File: config.mk
export PLATFORM = sky130hd
export DESIGN_NAME = reg_file
export DESIGN_NICKNAME = d
export VERILOG_FILES = /design/src/rtl/reg_file_pkg.sv /design/src/rtl/reg_file.sv
export SDC_FILE = /design/constraint.sdc
export NUM_CORES = 2
export LEC_CHECK = 0
export BUFFER_PORTS_ARGS = -buffer_cell sky130_fd_sc_hd__buf_2
export CAP_MARGIN = 20
export CORE_AREA = 2 2 403 405
export CTS_CLUSTER_DIAMETER = 40
export DETAILED_ROUTE_END_ITERATION = 7
export DIE_AREA = 0 0 405 407
export HOLD_SLACK_MARGIN = 0.06
export SYNTH_ARGS = -nofsm -noshare
export SYNTH_HDL_FRONTEND = slang
export SYNTH_SLANG_ARGS = --single-unit
File: constraint.sdc
create_clock -name clk_in -period 3.5 [get_ports clk_in]
set_input_delay 0.175 -clock clk_in [delete_from_list [all_inputs] [get_ports clk_in]]
set_output_delay 0.175 -clock clk_in [all_outputs]
set_load 0.05 [all_outputs]
File: src/rtl/reg_file_pkg.sv
`default_nettype none
// ============================================================================
// Module      : reg_file_pkg
// Description : Shared types and constants for the renaming register file.
// Revision    : 1.0 - initial release
// ============================================================================
package reg_file_pkg;

  localparam int ROB_SIZE = 16;

  typedef logic [31:0]                 DATA_TYPE;
  typedef logic [4:0]                  REG_INDEX_TYPE;
  typedef logic [$clog2(ROB_SIZE)-1:0] ROB_INDEX_TYPE;

  localparam logic TRUE  = 1'b1;
  localparam logic FALSE = 1'b0;

endpackage
`default_nettype wire

File: src/rtl/reg_file.sv
`default_nettype none
// ============================================================================
// Module      : reg_file
// Description : Architectural register file with per-register busy bit and
//               ROB rename tag. Combinational source lookups bypass the
//               current-cycle commit but not the current-cycle rename.
// Revision    : 1.0 - initial release
// ============================================================================
module reg_file
  import reg_file_pkg::*;
#(
  parameter int REG_NUM   = 32,
  parameter int ROB_IDX_W = 4
) (
  input  logic                 clk_in,
  input  logic                 rst_in,
  input  logic                 rdy_in,
  input  logic                 clr_in,
  // rename
  input  logic                 issue_ready,
  input  logic [4:0]           issue_rd,
  input  logic [ROB_IDX_W-1:0] issue_rob_index,
  // commit write
  input  logic                 rob_to_reg_commit,
  input  logic [4:0]           rob_to_reg_index,
  input  logic [ROB_IDX_W-1:0] rob_to_reg_rob_index,
  input  logic [31:0]          rob_to_reg_val,
  // decoder lookups
  input  logic [4:0]           dc_rs1_index,
  input  logic [4:0]           dc_rs2_index,
  output logic                 reg_to_dc_rs1_busy,
  output logic [ROB_IDX_W-1:0] reg_to_dc_rs1_tag,
  output logic [31:0]          reg_to_dc_rs1_val,
  output logic                 reg_to_dc_rs2_busy,
  output logic [ROB_IDX_W-1:0] reg_to_dc_rs2_tag,
  output logic [31:0]          reg_to_dc_rs2_val
);

  localparam int LW = 1 + ROB_IDX_W + 32;

  DATA_TYPE               r_val  [REG_NUM];
  logic [REG_NUM-1:0]     r_busy;
  logic [ROB_IDX_W-1:0]   r_tag  [REG_NUM];

  logic [LW-1:0]          w_rs1;
  logic [LW-1:0]          w_rs2;
  logic                   w_commit_en;
  logic                   w_issue_en;

  // Packed {busy, tag, val} for one source, with x0 forced to zero and the
  // in-flight commit forwarded when it retires the producer this reg waits on.
  function automatic logic [LW-1:0] read_port(
    input REG_INDEX_TYPE        idx,
    input DATA_TYPE             val,
    input logic                 busy,
    input logic [ROB_IDX_W-1:0] tag,
    input logic                 cm,
    input REG_INDEX_TYPE        cidx,
    input logic [ROB_IDX_W-1:0] crob,
    input DATA_TYPE             cval
  );
    logic [LW-1:0] res;
    res = {busy, tag, val};
    if (idx == '0) begin
      res = '0;
    end else if (cm && (cidx == idx) && busy && (tag == crob)) begin
      res = {FALSE, tag, cval};
    end
    return res;
  endfunction

  assign w_commit_en = rob_to_reg_commit && (rob_to_reg_index != '0);
  assign w_issue_en  = issue_ready && (issue_rd != '0);

  assign w_rs1 = read_port(dc_rs1_index, r_val[dc_rs1_index], r_busy[dc_rs1_index],
                           r_tag[dc_rs1_index], rob_to_reg_commit, rob_to_reg_index,
                           rob_to_reg_rob_index, rob_to_reg_val);
  assign w_rs2 = read_port(dc_rs2_index, r_val[dc_rs2_index], r_busy[dc_rs2_index],
                           r_tag[dc_rs2_index], rob_to_reg_commit, rob_to_reg_index,
                           rob_to_reg_rob_index, rob_to_reg_val);

  assign {reg_to_dc_rs1_busy, reg_to_dc_rs1_tag, reg_to_dc_rs1_val} = w_rs1;
  assign {reg_to_dc_rs2_busy, reg_to_dc_rs2_tag, reg_to_dc_rs2_val} = w_rs2;

  // State update; later assignments override earlier ones, so flush beats the
  // commit's busy clear and a same-register rename beats the commit.
  always_ff @(posedge clk_in) begin
    if (rst_in) begin
      r_busy <= '0;
      for (int i = 0; i < REG_NUM; i++) begin
        r_val[i] <= '0;
        r_tag[i] <= '0;
      end
    end else if (rdy_in) begin
      if (w_commit_en) begin
        r_val[rob_to_reg_index] <= rob_to_reg_val;
        if (r_busy[rob_to_reg_index] && (r_tag[rob_to_reg_index] == rob_to_reg_rob_index)) begin
          r_busy[rob_to_reg_index] <= FALSE;
        end
      end
      if (clr_in) begin
        r_busy <= '0;
      end else if (w_issue_en) begin
        r_busy[issue_rd] <= TRUE;
        r_tag[issue_rd]  <= issue_rob_index;
      end
    end
  end

endmodule
`default_nettype wire

==> impl_metrics.env <==
export IMPL_final_max_slew_viol_count=0
export IMPL_grt_pass1_wl_mm=326
export IMPL_cts_made_buffers=195
export IMPL_synth_ff_type="edfxtp_1"
export IMPL_initial_utilization=0.409
export IMPL_drt_iter0_drc=6354
export IMPL_yosysWarnings=0
export IMPL_cpLargestDelayFamily="multiplexers"
export IMPL_fp_dieArea_um2=165000
export IMPL_muxShareOfSynthArea=0.276
export IMPL_final_cells=6749
export IMPL_grt_pass1_vias=42390
export IMPL_timing_slew_headroom=0.158
export IMPL_leakage_nw=27.3
export IMPL_worst_pin_slew_ps=1260
export IMPL_fin_tns_setup_ps=-30620
export IMPL_maxCapViolations=0
export IMPL_syn_area_um2=65500
export IMPL_route_vias_total=42527
export IMPL_rsz0062_at_grt="yes"
export IMPL_dr_pass1_iters=6
export IMPL_synth_edf_count=1152
export IMPL_ios=140
export IMPL_hold_class="primary input to flip-flop"
export IMPL_synthTopCellsByArea="edfxtp_1, mux4_2, and2_1"
export IMPL_synthTopCellsByCount="edfxtp_1, and2_1, mux4_2, clkbuf_1, nor2_1"
export IMPL_synthXorXnorAreaFrac=0.00254
export IMPL_max_freq_mhz=248
export IMPL_critPathRequiredTime_ps=3320
export IMPL_place_area_um2=70400
export IMPL_synth_cells=4170
export IMPL_gp_congestion=0.940
export IMPL_synthAdderAreaFrac=0
export IMPL_outcome="finished, violations left"
export IMPL_core_area_um2=160000
export IMPL_powerDensity_nw_per_um2=534
export IMPL_failed_checks="negative setup slack"
export IMPL_yosys_area_share_simple=0.135
export IMPL_crit_arrival_ps=3860
export IMPL_synth_compound_area_share=0.0206
export IMPL_cts_sinks=1184
export IMPL_ir_drop_mv=0.534
export IMPL_routed_wl_mm=234
export IMPL_setup_slack_ps=-533
export IMPL_crit_buf_inv=4
export IMPL_setup_viol=66
export IMPL_drtAntennaViolNets=0
export IMPL_die_y_um=407
export IMPL_fin_skew_ps=73.6
export IMPL_cp_end_kind="primary output"
export IMPL_grt_max_degree=118
export IMPL_critPathMaxStageDelay_ps=510
export IMPL_syn_to_final_growth_pct=21.4
export IMPL_synth_seq_area_share=0.538
export IMPL_grtUsageTotal=0.283
export IMPL_antenna_found_initial=25
export IMPL_synth_distinct_cells=59
export IMPL_crit_type="flip-flop to primary output"
export IMPL_wl_per_cell_um=34.6
export IMPL_yosysTopAreaCell="edfxtp_1"
export IMPL_async_flop_share=0
export IMPL_insertion_delay_ps=860
export IMPL_ctsHtreeMaxLevel=4
export IMPL_num_nets_final=4474
export IMPL_fin_crit_ps=4030
export IMPL_crit_slowest_cell="mux4_1"
export IMPL_grt_overflow=0
export IMPL_drc=0
export IMPL_clockBufferDepth=3
export IMPL_cts_tree="built"
export IMPL_clkTransAtPathRegs_ps=60
export IMPL_hold_ws_ps=199
export IMPL_start_kind="flip-flop"
export IMPL_finalCritPeriodShare=1.15
export IMPL_synth_top_cell_area_share=0.528
export IMPL_crit_path_max_fanout=8
export IMPL_ys_ff_latch=1184
export IMPL_port_buffers=139
export IMPL_timing_hold_violations_final=0
export IMPL_synth_most_common_cell="edfxtp_1"
export IMPL_hpwl_mm=132
export IMPL_cts_root_buf="clkbuf_16"
export IMPL_avgSynthCellArea_um2=15.7
export IMPL_drive_above_1_share=0.371
export IMPL_dp_cells=6279
export IMPL_rows=147
export IMPL_avgViaCountPerCell=6.30
export IMPL_die_w_um=405
export IMPL_fin_area_um2=79500
export IMPL_n_fill_cell=13216
export IMPL_synth_top_family_by_area="multiplexers"
export IMPL_crit_chain="mux4_1 > mux2_4 > o22ai_4 > or3_1 > nand4_1 > nor4_4 > buf_12 > buf_6 > mux2i_4 > buf_6 > buf_12"
sequential cells by signal (all words and copies together), names as in the netlist:
name	count
r_busy	32
r_tag	128
r_val	1024
per-stage QoR:
step,worst slack (ps),total power [mW],utilization
finish,-533,42.5,0.496
global route,-670,43.5,0.496
CTS,-594,42.3,0.492
detailed placement,-122,22.2,0.440
global placement,-145,22.2,0.440
floorplan,28.9,20.1,-
where the power goes:
group,internal (mW),switching [mW]
combinational,2.65,3.25
sequential,16.3,0.384
clock,12.1,7.80
kinds of logic (layout without fill, tap and decap cells):
kind of cell / count (synthesis) / count (layout)
multiplexers: 847 / 847
buffers and inverters: 442 / 815
AND/OR/NAND/NOR: 1466 / 1466
XOR/XNOR: 19 / 19
AO/OA/AOI/OAI: 211 / 211
flip-flops: 1184 / 1184
other: 1 / 47
worst register-to-register path, delay by kind of cell, from the launching register on:
kind / cells / cell delay, ps
AND/OR/NAND/NOR: 3 / 810
buffers and inverters: 2 / 730
multiplexers: 1 / 520
flip-flops: 1 / 470
XOR/XNOR: 1 / 340
AO/OA/AOI/OAI: 2 / 330
metal layers:
| layer | routed length (µm) | GRT usage | up-vias | part of all wire |
|---|---|---|---|---|
| met3 | 26600 | 0.0604 | 546 | 0.11 |
| met4 | 10100 | 0.117 | 2 | 0.043 |
| met5 | 13 | 0 | - | 0.000056 |
| met2 | 108000 | 0.437 | 2989 | 0.46 |
| met1 | 89100 | 0.391 | 22193 | 0.38 |
| li1 | - | - | 16797 | - |
layout make-up:
class	instances	area, µm²	share of cell area
Sequential cell	1184	35200	0.443
Multi-Input combinational cell	2579	29800	0.375
Clock buffer	209	4950	0.0623
Timing Repair Buffer	446	4900	0.0617
Tap cell	2160	2700	0.0340
Clock inverter	158	1880	0.0236
Antenna cell	11	27.5	0.000346
Inverter	2	7.51	0.0000944
cell usage in the layout, fill, tap and decap left out, drive strengths merged, types with 36 or more instances in the layout:
cell type,Yosys,routed
edfxtp,1152,1152
and2,1120,1120
mux4,762,762
buf,120,387
clkbuf,320,212
nor2,105,105
mux2i,76,76
or2,69,69
clkinv,0,68
a21oi,65,65
dlygate4sd3,0,56
nand2,56,56
inv,2,45
nand2b,36,36
conb,1,36
what timing repair did:
item / in CTS / in global routing
buffers inserted: 16 / 18
endpoints found under the setup margin: 66 / 66
hold buffers: 56 / 0
endpoints found under the hold margin: 1241 / 0
gates cloned: 2 / 5
pin swaps: 10 / 31
resized for setup: 170 / 91
path summary, 6_finish.rpt:
check / from / to / slack (ps) / cells past startpoint
worst max-delay path: r_tag[24][2]$_SDFFCE_PN0P_ / reg_to_dc_rs2_val[19] / -530 / 11
worst min-delay path: rob_to_reg_rob_index[0] / r_busy[16]$_SDFFE_PP0P_ / 200 / 5
worst max register to register: r_tag[18][0]$_SDFFCE_PN0P_ / r_busy[15]$_SDFFE_PP0P_ / 180 / 9
worst min register to register: r_busy[17]$_SDFFE_PP0P_ / r_busy[17]$_SDFFE_PP0P_ / 560 / 2
No activity file was read; power rests on OpenSTA's default activity.
